## src/rtl/mux_pipe_n.sv

```systemverilog
// Pipelined M:1 word select built as a radix-4 tree, one register per tree level.
// Latency L = ceil(ADDR_W/2) cycles from accept to valid_o; one item per cycle sustained.
// Global stall: ready_o = ~valid_o | ready_i, and every stage holds while it is low.
module mux_pipe_n #(
    parameter int n      = 4,
    parameter int ADDR_W = 7
) (
    input  logic              clk_i,
    input  logic              rst_ni,
    input  logic              flush_i,
    input  logic              valid_i,
    output logic              ready_o,
    input  logic [n-1:0]      data_i [0:(2**ADDR_W)-1],
    input  logic [ADDR_W-1:0] sel_i,
    output logic              valid_o,
    input  logic              ready_i,
    output logic [n-1:0]      data_o,
    output logic [ADDR_W-1:0] sel_o
);

    localparam int L = (ADDR_W + 1) / 2;

    // One shared advance for the whole pipe; bubbles are never squeezed out.
    logic adv;

    assign adv     = ~valid_o | ready_i;
    assign ready_o = adv;

    // Level 0 is the raw input; level k holds M/4**k words (1 word at level L).
    for (genvar k = 0; k <= L; k++) begin : g_lvl
        localparam int NW = 2 ** (ADDR_W - ((2 * k > ADDR_W) ? ADDR_W : 2 * k));

        logic [n-1:0]      dat [NW];
        logic [ADDR_W-1:0] sel;
        logic              vld;

        if (k == 0) begin : g_in
            assign dat = data_i;
            assign sel = sel_i;
            assign vld = valid_i;
        end else begin : g_reg
            // Select bits still to be resolved when entering this level.
            localparam int REM = ADDR_W - 2 * (k - 1);

            logic [n-1:0] nxt [NW];

            if (REM >= 2) begin : g_r4
                logic [n-1:0] pdat [4*NW];
                logic [1:0]   s;

                assign pdat = g_lvl[k-1].dat;
                assign s    = g_lvl[k-1].sel[2*k-1 -: 2];

                // 4:1 pick inside each group of four consecutive words.
                always_comb begin
                    for (int j = 0; j < NW; j++) begin
                        nxt[j] = pdat[4*j];
                        for (int r = 1; r < 4; r++) begin
                            if (s == 2'(r)) nxt[j] = pdat[4*j+r];
                        end
                    end
                end
            end else begin : g_r2
                logic [n-1:0] pdat [2*NW];
                logic         s;

                assign pdat = g_lvl[k-1].dat;
                assign s    = g_lvl[k-1].sel[ADDR_W-1];

                // Odd select width: the last level only needs a 2:1 pick on the top bit.
                always_comb begin
                    for (int j = 0; j < NW; j++) begin
                        nxt[j] = s ? pdat[2*j+1] : pdat[2*j];
                    end
                end
            end

            // Stage register: flush kills valid regardless of stall; data and tag move on adv.
            always_ff @(posedge clk_i or negedge rst_ni) begin
                if (!rst_ni) begin
                    vld <= 1'b0;
                    sel <= '0;
                    for (int j = 0; j < NW; j++) dat[j] <= '0;
                end else begin
                    if (flush_i) begin
                        vld <= 1'b0;
                    end else if (adv) begin
                        vld <= g_lvl[k-1].vld;
                    end
                    if (adv) begin
                        sel <= g_lvl[k-1].sel;
                        dat <= nxt;
                    end
                end
            end
        end
    end

    assign valid_o = g_lvl[L].vld;
    assign data_o  = g_lvl[L].dat[0];
    assign sel_o   = g_lvl[L].sel;

endmodule

```

## config.mk

```make
export PLATFORM = sky130hd
export DESIGN_NAME = mux_pipe_n
export DESIGN_NICKNAME = d
export VERILOG_FILES = /design/src/rtl/mux_pipe_n.sv
export SDC_FILE = /design/constraint.sdc
export NUM_CORES = 1
export LEC_CHECK = 0
export ABC_AREA = 1
export BUFFER_PORTS_ARGS = -buffer_cell sky130_fd_sc_hd__clkbuf_2
export CORE_ASPECT_RATIO = 0.6
export CORE_MARGIN = 8
export CORE_UTILIZATION = 35
export DETAILED_ROUTE_END_ITERATION = 12
export GPL_TIMING_DRIVEN = 0
export MAX_ROUTING_LAYER = met4
export SLEW_MARGIN = 25
export SYNTH_ARGS = -nofsm -noshare
export SYNTH_HDL_FRONTEND = slang
export SYNTH_SLANG_ARGS = --single-unit
```

## constraint.sdc

```tcl
create_clock -name clk_i -period 1.5 [get_ports clk_i]
set_clock_uncertainty 0.2 [all_clocks]
set_input_delay 0.45 -clock clk_i [delete_from_list [all_inputs] [get_ports clk_i]]
set_output_delay 0.45 -clock clk_i [all_outputs]
set_load 0.1 [all_outputs]
```

==> flow_metrics.py <==
metrics = {
    "power_and_ir_drop": {
        "power_frac_comb_pct": 28.4,
        "switching_share_pct": 34.30,
        "leakage_nw": 12.23,
        "p_clk_share_pct": 31.8,
        "finalPower_mw": 16.57,
        "peakVddDrop_mv": 0.9022,
        "internal_power_mw": 10.89,
        "powerDensity_nw_per_um2": 784.1,
        "p_seq_share_pct": 39.8,
        "switching_power_mw": 5.683,
    },
    "detailed_routing": {
        "drc": 0,
        "drt_iter0_drc": 1432,
        "wirelength_um": 65760,
        "ant_nets": 0,
        "firstDrtPassIters": 5,
        "vias_per_cell": 4.952,
        "vias": 18060,
        "wl_per_cell_um": 18.03,
    },
    "die": {
        "num_io_pins": 537,
        "die_h_um": 173.5,
        "initial_utilization_pct": 35.62,
        "die_width_um": 278.6,
        "die_area_um2": 48350,
        "coreArea_um2": 40650,
        "rows": 57,
    },
    "yosys": {
        "synth.cell_area_um2": 14480,
        "synth_cells": 2490,
        "ys_seq_elements": 204,
        "ys.flop_type": "dfrtp_1",
        "yosysMostFrequentCell": "nand2_1",
        "synth_edf_count": 0,
        "syn_avg_cell_area_um2": 5.815,
        "synth_area_leaders": "dfrtp_1 (35%), nand2_1 (23%), nand3_1 (12%), inv_1 (8.8%), nor2_1 (8.8%)",
        "netlist.area_leader.share_pct": 35.26,
        "synth_top_area_cell": "dfrtp_1",
        "synthArstFlopShare_pct": 100.0,
        "yosysSeqAreaShare_pct": 35.26,
        "yosysWarnings": 0,
        "ys_top_cells_by_count": "nand2_1 (895), inv_1 (340), nor2_1 (340)",
        "ys_types": 16,
        "syn_nets": 3014,
    },
    "timing": {
        "setup_tns_ps": -69210,
        "fin_crit_ps": 2184,
        "setup_violations": 206,
        "finalHoldViolCount": 54,
        "tightest_slew_ps": 599.8,
        "fin_crit_sh_pct": 145.6,
        "rsz0062_at_grt": "true",
        "worst_slack_ps": -683.6,
        "holdWs_ps": -302.5,
        "slew_headroom_pct": 60.01,
        "max_freq_mhz": 458.0,
        "slew_violations": 0,
    },
    "worst_setup_path": {
        "crit_path_start_kind": "flip-flop",
        "crit_family": "buffers and inverters",
        "worstSetupEndpointType": "output pin",
        "cp_cell_sequence": "inv_2, nor2_4, inv_4, clkbuf_16, clkbuf_16",
        "crit_buf_inv": 4,
        "cp.required_ps": 850,
        "critPathMaxFanout": 2,
        "critPathSlowestCell": "dfrtp_4",
        "cpMostUsedCell": "clkbuf_16",
        "crit_arrival_ps": 1530,
        "crit_path_max_incr_delay_ps": 420,
        "critical_path_class": "reg2out",
    },
    "global_routing": {
        "grt.overflow.total": 0,
        "grt_max_degree": 84,
        "grt_pass1_vias": 17560,
        "gr-usage-all-layers_pct": 25.29,
        "grt_antenna_before_repair": 0,
        "grt_pass1_wl_um": 96240,
    },
    "cts": {
        "clock_sinks": 204,
        "postCtsHoldBufs": 7,
        "cts_tree": "yes",
        "h-tree-depth": 1,
        "ctsLongestPathBuffers": 3,
        "insertion_delay_ps": 520,
        "path_clk_slew_ps": 70,
        "cts_root_buffer": "clkbuf_16",
        "cts-buffers-inserted": 21,
    },
    "placed_design": {
        "place_congestion": 0.9213,
        "dp_hpwl_um": 50080,
        "numPortBuffers": 535,
    },
    "job": {
        "drv_cap": 0,
    },
    "cells_and_area": {
        "fin_nets": 3626,
        "syn_to_final_growth_pct": 45.95,
        "n_antenna_cell": 0,
        "drive_gt1_share_pct": 29.88,
    },
    "status": {
        "status": "finished with violations",
        "violations": "negative hold slack, negative setup slack",
    },
    "min_path": {
        "hp-class": "in2async",
    },
}
-- cells by family after synthesis --
group | after synthesis | synth area share [%]
DFF | 204 | 35.26
and+or+nand+nor | 1575 | 43.78
buffers and inverters | 511 | 14.03
AOI/OAI and AO/OA | 200 | 6.931
-- registers in the layout (all words and copies together) (netlist names) --
signal / flops
g_lvl.vld: 3
g_lvl.sel: 21
sel_o: 7
valid_o: 1
data_o: 4
g_lvl.dat: 168
-- per-layer routing --
| layer | up-vias | share of wire (%) | GRT usage [%] |
|---|---|---|---|
| met5 | - | 0 | - |
| met4 | 0 | 1.3 | 2.969 |
| met3 | 65 | 7.3 | 4.046 |
| met2 | 669 | 44 | 38.09 |
| met1 | 8529 | 48 | 36.46 |
| li1 | 8797 | - | - |
-- power groups by stage --
stage / clock (mW) / sequential (mW) / combinational (mW)
2_1_floorplan: 0 / 6.81 / 2.09
3_3_place_gp: 0 / 6.63 / 4.03
3_5_place_dp: 0 / 6.64 / 4.08
4_1_cts: 5.37 / 6.56 / 4.36
5_1_grt: 5.59 / 6.66 / 5.24
6_report: 5.28 / 6.59 / 4.70
-- final timing paths --
path,endpoint,startpoint,cells after the start,slack (ps)
worst max-delay path,ready_o,valid_o,5,-680
worst min-delay path,g_lvl[1].dat[125],rst_ni,1,-300
worst max register to register,g_lvl[1].dat[37],valid_o,11,-460
worst min register to register,g_lvl[1].dat[110],g_lvl[1].dat[110],2,270
max in group asynchronous,g_lvl[1].dat[70],rst_ni,2,560
min in group clk_i,g_lvl[1].dat[127],data_i[503],5,30
-- per-stage QoR --
| step | instance area (um2) | instances | hold WS (ps) | util, % | setup WS (ps) |
|---|---|---|---|---|---|
| final | 21130 | 3647 | -302.5 | 51.98 | -683.6 |
| after global routing | 21130 | 3647 | -288.3 | 51.98 | -710.0 |
| after CTS | 19280 | 3616 | -299.5 | 47.44 | -710.3 |
| after detailed placement | 18010 | 3558 | 258.4 | 44.30 | -1037 |
| after global placement | 17940 | 3556 | 254.1 | 44.14 | -4976 |
| after floorplan | 14600 | 2490 | -45.59 | - | -228.0 |
-- final cells by class --
class                           instances  area (um2)
Multi-Input combinational cell       1775        8193
Clock inverter                         12       111.4
Clock buffer                           25       550.5
Inverter                              344        1299
Buffer                                166        1294
Timing Repair Buffer                  590        3909
Tap cell                              531       664.4
Fill cell                            4236       19520
Sequential cell                       204        5111
-- timing repair --
item,4_1_cts,5_1_grt
cloned,0,27
resized for setup,103,369
setup buffers,14,6
hold endpoints to repair,62,54
pin swaps,1,132
setup endpoints to repair,216,214
-- layout by cell type (no fill, tap or decap), types with 4 or more instances in the layout --
cell / count
nand2_1: 847
clkbuf_2: 533
nand3_1: 338
inv_1: 338
nor2_1: 220
dfrtp_1: 201
o21ai_0: 173
nor2_4: 73
clkbuf_16: 61
buf_2: 54
nor2_2: 48
nand2_2: 46
clkbuf_1: 43
buf_4: 30
o21ai_1: 15
buf_12: 15
buf_6: 14
buf_8: 11
dlygate4sd3_1: 7
clkbuf_8: 5
buf_16: 4
a21oi_2: 4
clkbuf_4: 4
inv_6: 4
Power figures use the tool's default switching activity.
